`config.mk`:
```
export PLATFORM = sky130hd
export DESIGN_NAME = cpu_controller
export DESIGN_NICKNAME = d
export VERILOG_FILES = /design/src/rtl/cpu_ctrl_pkg.sv /design/src/rtl/instr_decoder.sv /design/src/rtl/cpu_controller.sv
export SDC_FILE = /design/constraint.sdc
export NUM_CORES = 1
export LEC_CHECK = 0
export BUFFER_PORTS_ARGS = -buffer_cell sky130_fd_sc_hd__buf_2
export CAP_MARGIN = 20
export CELL_PAD_IN_SITES_DETAIL_PLACEMENT = 2
export CELL_PAD_IN_SITES_GLOBAL_PLACEMENT = 2
export CORE_ASPECT_RATIO = 0.8
export CORE_MARGIN = 5
export CORE_UTILIZATION = 29
export DETAILED_ROUTE_END_ITERATION = 6
export PLACE_DENSITY = 0.8
export SLEW_MARGIN = 10
export SYNTH_ARGS = -nofsm -noshare
export SYNTH_HDL_FRONTEND = slang
export SYNTH_SLANG_ARGS = --single-unit
```
`constraint.sdc`:
```
create_clock -name CLK -period 2.6 [get_ports CLK]
set_clock_uncertainty 0.05 [all_clocks]
set_input_delay 0.26 -clock CLK [delete_from_list [all_inputs] [get_ports CLK]]
set_output_delay 0.26 -clock CLK [all_outputs]
set_load 0.01 [all_outputs]
```
`src/rtl/cpu_ctrl_pkg.sv`:
```
// Shared types and constants for the cpu_controller sequencer.
// Instruction layout: op[19:16] wa[15:12] ra1[11:8] imm[7:0], ra2 = imm[3:0].
package cpu_ctrl_pkg;

  localparam int INSTR_W = 20;

  localparam int OP_MSB  = 19;
  localparam int OP_LSB  = 16;
  localparam int WA_MSB  = 15;
  localparam int WA_LSB  = 12;
  localparam int RA1_MSB = 11;
  localparam int RA1_LSB = 8;
  localparam int IMM_MSB = 7;
  localparam int IMM_LSB = 0;
  localparam int RA2_MSB = 3;
  localparam int RA2_LSB = 0;

  typedef enum logic [3:0] {
    OP_NOP   = 4'h0,
    OP_ADD   = 4'h1,
    OP_SUB   = 4'h2,
    OP_AND   = 4'h3,
    OP_OR    = 4'h4,
    OP_ADDI  = 4'h5,
    OP_SUBI  = 4'h6,
    OP_ANDI  = 4'h7,
    OP_ORI   = 4'h8,
    OP_BEQ   = 4'h9,
    OP_BNE   = 4'hA,
    OP_JMP   = 4'hB,
    OP_ILL_C = 4'hC,
    OP_ILL_D = 4'hD,
    OP_ILL_E = 4'hE,
    OP_HALT  = 4'hF
  } opcode_e;

  typedef enum logic [1:0] {
    ST_FETCH   = 2'd0,
    ST_DECODE  = 2'd1,
    ST_EXECUTE = 2'd2,
    ST_HALT    = 2'd3
  } state_e;

  localparam logic [1:0] ALU_ADD = 2'b00;
  localparam logic [1:0] ALU_SUB = 2'b01;
  localparam logic [1:0] ALU_AND = 2'b10;
  localparam logic [1:0] ALU_OR  = 2'b11;

  // Map an opcode to the ALU operation it requests; branches compare by subtracting.
  function automatic logic [1:0] alu_ctrl_of(input opcode_e op);
    logic [1:0] ctrl;
    ctrl = ALU_ADD;
    case (op)
      OP_ADD, OP_ADDI:         ctrl = ALU_ADD;
      OP_SUB, OP_SUBI,
      OP_BEQ, OP_BNE:          ctrl = ALU_SUB;
      OP_AND, OP_ANDI:         ctrl = ALU_AND;
      OP_OR,  OP_ORI:          ctrl = ALU_OR;
      default:                 ctrl = ALU_ADD;
    endcase
    return ctrl;
  endfunction

endpackage

```
`src/rtl/instr_decoder.sv`:
```
// Combinational instruction decoder: splits the registered IR into datapath
// controls and classifies the opcode for the sequencer.
module instr_decoder
  import cpu_ctrl_pkg::*;
(
  input  logic [INSTR_W-1:0] i_ir,
  output logic [3:0]         o_ra1,
  output logic [3:0]         o_ra2,
  output logic [3:0]         o_wa,
  output logic [7:0]         o_imm,
  output logic [1:0]         o_alu_ctrl,
  output logic               o_alu_src,
  output logic               o_is_alu,
  output logic               o_is_branch,
  output logic               o_is_jump,
  output logic               o_is_halt,
  output logic               o_is_illegal
);

  opcode_e w_op;

  assign w_op       = opcode_e'(i_ir[OP_MSB:OP_LSB]);
  assign o_wa       = i_ir[WA_MSB:WA_LSB];
  assign o_ra1      = i_ir[RA1_MSB:RA1_LSB];
  assign o_imm      = i_ir[IMM_MSB:IMM_LSB];
  assign o_ra2      = i_ir[RA2_MSB:RA2_LSB];
  assign o_alu_ctrl = alu_ctrl_of(w_op);

  // Opcode classification; every flag defaults low so NOP needs no arm.
  always_comb begin
    o_alu_src    = 1'b0;
    o_is_alu     = 1'b0;
    o_is_branch  = 1'b0;
    o_is_jump    = 1'b0;
    o_is_halt    = 1'b0;
    o_is_illegal = 1'b0;
    case (w_op)
      OP_ADD, OP_SUB, OP_AND, OP_OR: begin
        o_is_alu = 1'b1;
      end
      OP_ADDI, OP_SUBI, OP_ANDI, OP_ORI: begin
        o_is_alu  = 1'b1;
        o_alu_src = 1'b1;
      end
      OP_BEQ, OP_BNE: o_is_branch  = 1'b1;
      OP_JMP:         o_is_jump    = 1'b1;
      OP_HALT:        o_is_halt    = 1'b1;
      OP_ILL_C, OP_ILL_D, OP_ILL_E: o_is_illegal = 1'b1;
      default: ;
    endcase
  end

endmodule

```
`src/rtl/cpu_controller.sv`:
```
// Multi-cycle fetch/decode/execute sequencer for the 8-bit CPU core.
// Optional feature: define CPU_CTRL_PERF_CNT_EN to add the 16-bit
// retired_count port counting every EXECUTE cycle.
module cpu_controller
  import cpu_ctrl_pkg::*;
#(
  parameter int          PC_W     = 8,
  parameter int unsigned RESET_PC = 0
) (
  input  logic               CLK,
  input  logic               RESET_N,
  output logic               imem_req,
  output logic [PC_W-1:0]    imem_addr,
  input  logic               imem_valid,
  input  logic [INSTR_W-1:0] imem_rdata,
  input  logic               Zero,
  output logic [3:0]         RA1,
  output logic [3:0]         RA2,
  output logic [3:0]         WA,
  output logic [7:0]         immediate,
  output logic [1:0]         ALUControl,
  output logic               ALUSrc,
  output logic               write_enable,
  output logic [PC_W-1:0]    pc_out,
`ifdef CPU_CTRL_PERF_CNT_EN
  output logic [15:0]        retired_count,
`endif
  output logic               halted,
  output logic               illegal
);

  localparam logic [PC_W-1:0] RESET_PC_V = RESET_PC[PC_W-1:0];

  state_e             r_state;
  state_e             w_state_next;
  logic [PC_W-1:0]    r_pc;
  logic [PC_W-1:0]    w_pc_next;
  logic [INSTR_W-1:0] r_ir;
  logic [INSTR_W-1:0] w_ir_next;
  logic               r_illegal;
  logic               w_illegal_next;
  // Low for the first cycle after reset release so the fetch starts one
  // clock after RESET_N deasserts rather than during reset.
  logic               r_run;

  logic [7:0]         w_imm;
  logic               w_is_alu;
  logic               w_is_branch;
  logic               w_is_jump;
  logic               w_is_halt;
  logic               w_is_illegal;
  logic               w_taken;

  instr_decoder u_decoder (
    .i_ir         (r_ir),
    .o_ra1        (RA1),
    .o_ra2        (RA2),
    .o_wa         (WA),
    .o_imm        (w_imm),
    .o_alu_ctrl   (ALUControl),
    .o_alu_src    (ALUSrc),
    .o_is_alu     (w_is_alu),
    .o_is_branch  (w_is_branch),
    .o_is_jump    (w_is_jump),
    .o_is_halt    (w_is_halt),
    .o_is_illegal (w_is_illegal)
  );

  assign immediate = w_imm;

  // BEQ uses opcode bit 0 = 1 (0x9), BNE bit 0 = 0 (0xA).
  assign w_taken = w_is_jump ||
                   (w_is_branch && (r_ir[OP_LSB] ? Zero : !Zero));

  // Outputs are functions of the asynchronously reset state, so they
  // fall the moment RESET_N asserts.
  assign imem_req     = (r_state == ST_FETCH) && r_run;
  assign imem_addr    = r_pc;
  assign pc_out       = r_pc;
  assign write_enable = (r_state == ST_EXECUTE) && w_is_alu;
  assign halted       = (r_state == ST_HALT);
  assign illegal      = r_illegal;

  // State, PC, IR and sticky flag registers.
  always_ff @(posedge CLK or negedge RESET_N) begin
    if (!RESET_N) begin
      r_state   <= ST_FETCH;
      r_pc      <= RESET_PC_V;
      r_ir      <= '0;
      r_illegal <= 1'b0;
      r_run     <= 1'b0;
    end else begin
      r_state   <= w_state_next;
      r_pc      <= w_pc_next;
      r_ir      <= w_ir_next;
      r_illegal <= w_illegal_next;
      r_run     <= 1'b1;
    end
  end

  // Next-state, next-PC and IR capture for the fetch/decode/execute loop.
  always_comb begin
    w_state_next   = r_state;
    w_pc_next      = r_pc;
    w_ir_next      = r_ir;
    w_illegal_next = r_illegal;
    case (r_state)
      ST_FETCH: begin
        if (r_run && imem_valid) begin
          w_ir_next    = imem_rdata;
          w_state_next = ST_DECODE;
        end
      end
      ST_DECODE: begin
        if (w_is_illegal) begin
          w_illegal_next = 1'b1;
          w_state_next   = ST_HALT;
        end else if (w_is_halt) begin
          w_state_next = ST_HALT;
        end else begin
          w_state_next = ST_EXECUTE;
        end
      end
      ST_EXECUTE: begin
        if (w_taken) begin
          w_pc_next = w_imm[PC_W-1:0];
        end else begin
          w_pc_next = r_pc + PC_W'(1);
        end
        w_state_next = ST_FETCH;
      end
      ST_HALT: begin
        w_state_next = ST_HALT;
      end
      default: begin
        w_state_next = ST_FETCH;
      end
    endcase
  end

`ifdef CPU_CTRL_PERF_CNT_EN
  logic [15:0] r_retired;

  // Count every instruction that reaches EXECUTE; wraps naturally at 0xFFFF.
  always_ff @(posedge CLK or negedge RESET_N) begin
    if (!RESET_N) begin
      r_retired <= 16'd0;
    end else if (r_state == ST_EXECUTE) begin
      r_retired <= r_retired + 16'd1;
    end
  end

  assign retired_count = r_retired;
`endif

endmodule
```
# ---- After elaboration in Yosys (flattened, before gate mapping)
# Memories as Yosys holds them, arrays and structs flattened.
# Cells that the tools add are included.
# W data, S select, Z words.
dict set report totals {
  register_bits 32
  elab_cells 51
  rom_bits 32
  input_bits 24
  mem_count 1
}
# name words width read_ports rd_clocked_by_memory_dff write_ports line_no
set mem_list {}
lappend mem_list {{(name not given)} 16 2 1 0 0 cpu_ctrl_pkg.sv:53} ;# case (op)
dict set report classes {
  n_eq_ne 19
  muxes 12
  reduce_logical 13
  addsub 1
}
# operator n
set op_table {}
lappend op_table {{$eq A4 B4 Y1 const B} 8}
lappend op_table {{$eq A4 B3 Y1 const B} 4}
lappend op_table {{$mux W1} 9}
lappend op_table {{$add A8 B1 Y8 const B} 1}
lappend op_table {{$eq A4 B2 Y1 const B} 2}
lappend op_table {{$mux W8} 1}
lappend op_table {{$pmux W2 S4} 1}
lappend op_table {{$reduce_or A8 Y1} 1}
lappend op_table {{$eq A2 B2 Y1 const B} 2}
lappend op_table {{$eq A4 B1 Y1 const B} 1}
lappend op_table {{$logic_and A1 B1 Y1} 4}
lappend op_table {{$reduce_and A2 Y1} 2}
lappend op_table {{$reduce_or A4 Y1} 1}
lappend op_table {{$reduce_or A3 Y1} 1}
lappend op_table {{$eq A2 B1 Y1 const B} 1}
lappend op_table {{$logic_not A2 Y1} 1}
lappend op_table {{$mux W2} 1}
lappend op_table {{$ne A2 B1 Y1 const B} 1}
lappend op_table {{$reduce_or A2 Y1} 1}
lappend op_table {{$logic_not A1 Y1} 1}
lappend op_table {{$logic_or A1 B1 Y1} 1}

# ---- Depth between registers and ports, before layout
dict set report logic_depth {
  ltp_word 6
  mapped_depth 7
  mapped_depth_nobuf 6
}

# ---- Modules after synthesis
# From an unflattened synthesis, not the netlist that was laid out.
dict set report unflattened {
  cells_unflattened 167
  area_unflattened_um2 1848.0
}
# mod area_per_inst_um2 cells_per_inst instances
set by_module_without_submodules {}
lappend by_module_without_submodules {cpu_controller 1492.7 122 1}
lappend by_module_without_submodules {instr_decoder 355.3 45 1}

# ---- Worst setup path before layout
# Ideal clock, no wire load.
dict set report synth_path {
  path_kind {reg2reg}
  start {register r_ir[16]}
  end {register r_pc[7], in the netlist imem_addr[7]}
  path_buffers 0
  stages_incl_launch_ff 7
  slack_ns 0.794
  setup_time_ns 0.087
  required_time_ns 2.463
  arrival_time_ns 1.669
  cell_sequence {dfrtp_1 > inv_1 > ha_1 > nor2_1 > o41ai_4 > or4_2 > o211ai_1}
}
dict set report synth_between {
  elab_chain_len 6
  elab_cells_between_ends 10
  cone_classes {eq/ne (3); mux (4); reduce/logical (3)}
}
# item line_no
set synth_rtl {}
lappend synth_rtl {{from (decl)} cpu_controller.sv:38} ;# logic [INSTR_W-1:0] r_ir;
lappend synth_rtl {{from (signal assigned)} cpu_controller.sv:95} ;# r_ir <= w_ir_next;
lappend synth_rtl {{$eq A4 B4 Y1} instr_decoder.sv:37} ;# case (w_op)
lappend synth_rtl {{$reduce_or A2 Y1} instr_decoder.sv:37}
lappend synth_rtl {{$mux W1} instr_decoder.sv:37}
lappend synth_rtl {{$logic_and A1 B1 Y1} cpu_controller.sv:73} ;# (w_is_branch && (r_ir[OP_LSB] ? Zero : !Zero));
lappend synth_rtl {{$logic_or A1 B1 Y1 *} cpu_controller.sv:72} ;# assign w_taken = w_is_jump ||
lappend synth_rtl {{$mux W8 *} cpu_controller.sv:125} ;# if (w_taken) begin
lappend synth_rtl {{to (signal assigned)} cpu_controller.sv:94} ;# r_pc <= w_pc_next;
lappend synth_rtl {{to (decl)} cpu_controller.sv:36} ;# logic [PC_W-1:0] r_pc;
# Mark *: on every way between the ends. The rest lies on a longest branch, timed or not.
# A chain may end at the register's enable or synchronous reset.

# ---- Worst setup path in the final report
dict set report layout_path {
  start {register r_ir[16]}
  end {register r_pc[2], in the netlist imem_addr[2]}
}
# Same word-level chain as after synthesis.

==> impl_metrics.csv <==
group,metric,value,unit
drt,drtPass1Iterations,4,
yosys,yosys_register_bits,32,
timing,final.setup.tns,0,ns
floorplanning,core_area,0.00601,mm2
drt,ant_nets,0,
floorplanning,die_area,0.00794,mm2
final_layout,synthToLayoutAreaGrowth,17.0,%
setup_path,r2r_cells,7,
cts,cts_root_buf,"clkbuf_8",
placement,portBuffers,66,
global_route,grt_overflow_total,0,
setup_path,worstPathArrival,2.09,ns
setup_path,required,2.72,ns
timing,worst_pin_slew,0.755,ns
timing,period_minus_slack,1.97,ns
pwr,p_leak,1.01,nW
timing,relSlewSlack,49.6,%
timing,finalHoldViolCount,5,
placement,gp_congestion,0.757,
cts,cts.path.max_buffers,2,
global_route,antenna_found_initial,0,
final_layout,drive_gt1_share,47.0,%
placement,pre_cts_slack,0.620,ns
setup_path,worst_setup_path_start_kind,"flop",
timing,finalCritPeriodShare,75.6,%
cts,htree_num_levels,2,
timing,whs,-0.00685,ns
flow_run,max_cap_violations,0,
floorplanning,die_w,98.4,um
pwr,sw_frac_of_total,42.6,%
yosys,synth.yosys.warnings,0,
final_layout,final_common_cell,"buf_2",
status,status,"finished, violations left",
yosys,synth_seq_area_share,44.2,%
final_layout,nets,243,
timing,drv_slew,0,
setup_path,critPathCaptureType,"flop",
setup_path,crit_type,"reg -> reg",
cts,cts_resized,0,
cts,cts_tree,"built",
timing,rsz0062_at_grt,"false",
pwr,p_int,0.00158,W
drt,drtIter0Drc,25,
cts,cts.reportedPaths.clkPinSlew,0.07,ns
pwr,clkPwrFrac,14.4,%
final_layout,layout_common_cells,"buf_2, dfrtp_1, mux2_2, nand2_1, a21oi_1",
status,violations,"negative hold slack",
cts,clock-sinks,32,
cts,ctsHoldBuffers,0,
yosys,yosys.area.top_type,"dfrtp_1",
pwr,switching_power,0.00117,W
cts,post_cts_buffers,0,
final_layout,final_cells,296,
pwr,ir_drop,0.000427,V
yosys,synth_area,0.00181,mm2
drt,wl_per_cell,15.4,um
final_layout,antenna_cells,0,
cts,clock_latency,0.28,ns
yosys,syn_avg_cell_area,10.5,um2
timing,layout_setup_ws,0.635,ns
setup_path,critical_path.cell_chain,"inv_1 > ha_1 > nor2_1 > o41ai_4 > buf_4 > a21oi_1 > a211o_1",
drt,avgViaCountPerCell,4.69,
drt,num_vias,1388,
setup_path,cp_slowest_cell,"dfrtp_1",
yosys,syn_nets,202,
pwr,p_comb_share,49.5,%
floorplanning,rows,25,
global_route,grt_pass1_vias,1546,
pwr,p_per_area,1300,mW/mm2
setup_path,cpPeakStageDelay,0.43,ns
final_layout,nFillCells,709,
global_route,grt_usage,12.1,%
yosys,yosysUniqueCellTypes,37,
drt,routed_wl,4570,um
pwr,pwr-share-seq,36.1,%
yosys,synthCells,173,
yosys,synth_top_area_share,44.2,%
hold_path,hold_class,"in -> async",
yosys,synth_area_leaders,"dfrtp_1, buf_4, mux2_2, ha_1, nand2_1",
floorplanning,start_util,30.2,%
drt,drc_errors,0,
global_route,grt_max_degree,33,
placement,dp_hpwl,3460,um
placement,dp_cells,288,
timing,setup_viol,0,
cts,cts_buffers,5,
global_route,grt_pass1_wl,7600,um
setup_path,crit_fanout,8,
floorplanning,die_h,80.7,um
floorplanning,pin_count,67,
timing,max_freq,509,MHz
cells in the mapped netlist:
cell type / n
a211o_1: 2
a21o_1: 1
a21oi_1: 7
a22oi_1: 1
a31oi_1: 4
and2_1: 4
and3_1: 2
and3_2: 2
and4_1: 1
buf_2: 2
buf_4: 30
buf_6: 1
clkbuf_1: 3
conb_1: 1
dfrtp_1: 32
ha_1: 5
inv_1: 3
inv_2: 1
mux2_2: 17
mux2i_1: 3
nand2_1: 16
nand2b_1: 4
nand3_1: 3
nand3b_1: 3
nand4_1: 2
nor2_1: 5
nor2b_1: 1
nor3_1: 1
nor3b_1: 1
o211ai_1: 2
o21ai_0: 5
o21bai_1: 1
o311ai_0: 2
o41ai_4: 1
or3_1: 1
or4_2: 2
xor2_1: 1
power by group through the flow:
stage	Clock (W)	Combinational, W	Sequential (W)
after floorplan	0	0.00116	0.000943
after global placement	0	0.00135	0.000990
after detailed placement	0	0.00139	0.00101
after CTS	0.000416	0.00140	0.00101
after global routing	0.000445	0.00153	0.00105
final	0.000398	0.00136	0.000995
logic make-up after synthesis:
logic type                 after synthesis  share of synthesized area, %
AOI/OAI and AO/OA                       26                          10.2
xor gates and xnor gates                 1                         0.483
and+or+nand+nor                         48                          14.2
muxes                                   20                          12.2
adders and majority gates                5                          3.45
buffers and inverters                   40                          15.0
other                                    1                         0.207
DFF                                     32                          44.2
routing by layer:
layer / global-route usage [%] / wire length, um / up-vias / part of all wire [%]
met2: 19.2 / 2080 / 47 / 46
met3: 5.38 / 380 / 5 / 8.3
met1: 15.0 / 2070 / 685 / 45
li1: - / - / 651 / -
met5: 0 / 0 / - / 0
met4: 3.27 / 31 / 0 / 0.68
metrics by stage:
step / total power [W] / util [%] / cell area (um2) / hold WS, ns
3_5_place_dp: 0.00240 / 33.8 / 2030 / 0.328
4_1_cts: 0.00283 / 35.3 / 2120 / 0.0166
6_report: 0.00276 / 35.3 / 2120 / -0.00685
3_3_place_gp: 0.00234 / 33.8 / 2030 / 0.320
5_1_grt: 0.00303 / 35.3 / 2120 / 0.0450
2_1_floorplan: 0.00210 / - / 1810 / -0.0856
state kept, by name (all words and copies together), names as in the netlist:
name and count:
illegal 1, r_ir 20, r_run 1, imem_addr 8, r_state 2
area by class of cell:
class                           instances  area, um2  area share, %
Sequential cell                        32        801           37.7
Multi-Input combinational cell        101        739           34.8
Timing Repair Buffer                   70        373           17.6
Tap cell                               81        101           4.78
Clock buffer                            6       82.6           3.89
Inverter                                4       15.0          0.708
Clock inverter                          2       10.0          0.472
critical path: cells and delay by family (launching register included):
kind	cells	cell delay, ns
adder cells (fa/ha/maj)	1	0.21
buffers and inverters	2	0.35
AO/OA/AOI/OAI	3	0.73
flip-flops	1	0.43
AND/OR/NAND/NOR	1	0.08
path summary, 6_finish.rpt:
path | startpoint | endpoint | slack (ns)
max | r_ir[16]$_DFFE_PN0P_ | imem_addr[2]$_DFFE_PN0P_ | 0.63
max reg2reg | r_ir[16]$_DFFE_PN0P_ | imem_addr[2]$_DFFE_PN0P_ | 0.63
min reg2reg | illegal$_DFFE_PN0P_ | illegal$_DFFE_PN0P_ | 0.44
max in group asynchronous | RESET_N | imem_addr[6]$_DFFE_PN0P_ | 2.02
min | RESET_N | r_ir[1]$_DFFE_PN0P_ | -0.007
min in group CLK | imem_rdata[19] | r_ir[19]$_DFFE_PN0P_ | 0.14
No activity file was read; power rests on OpenSTA's default activity.
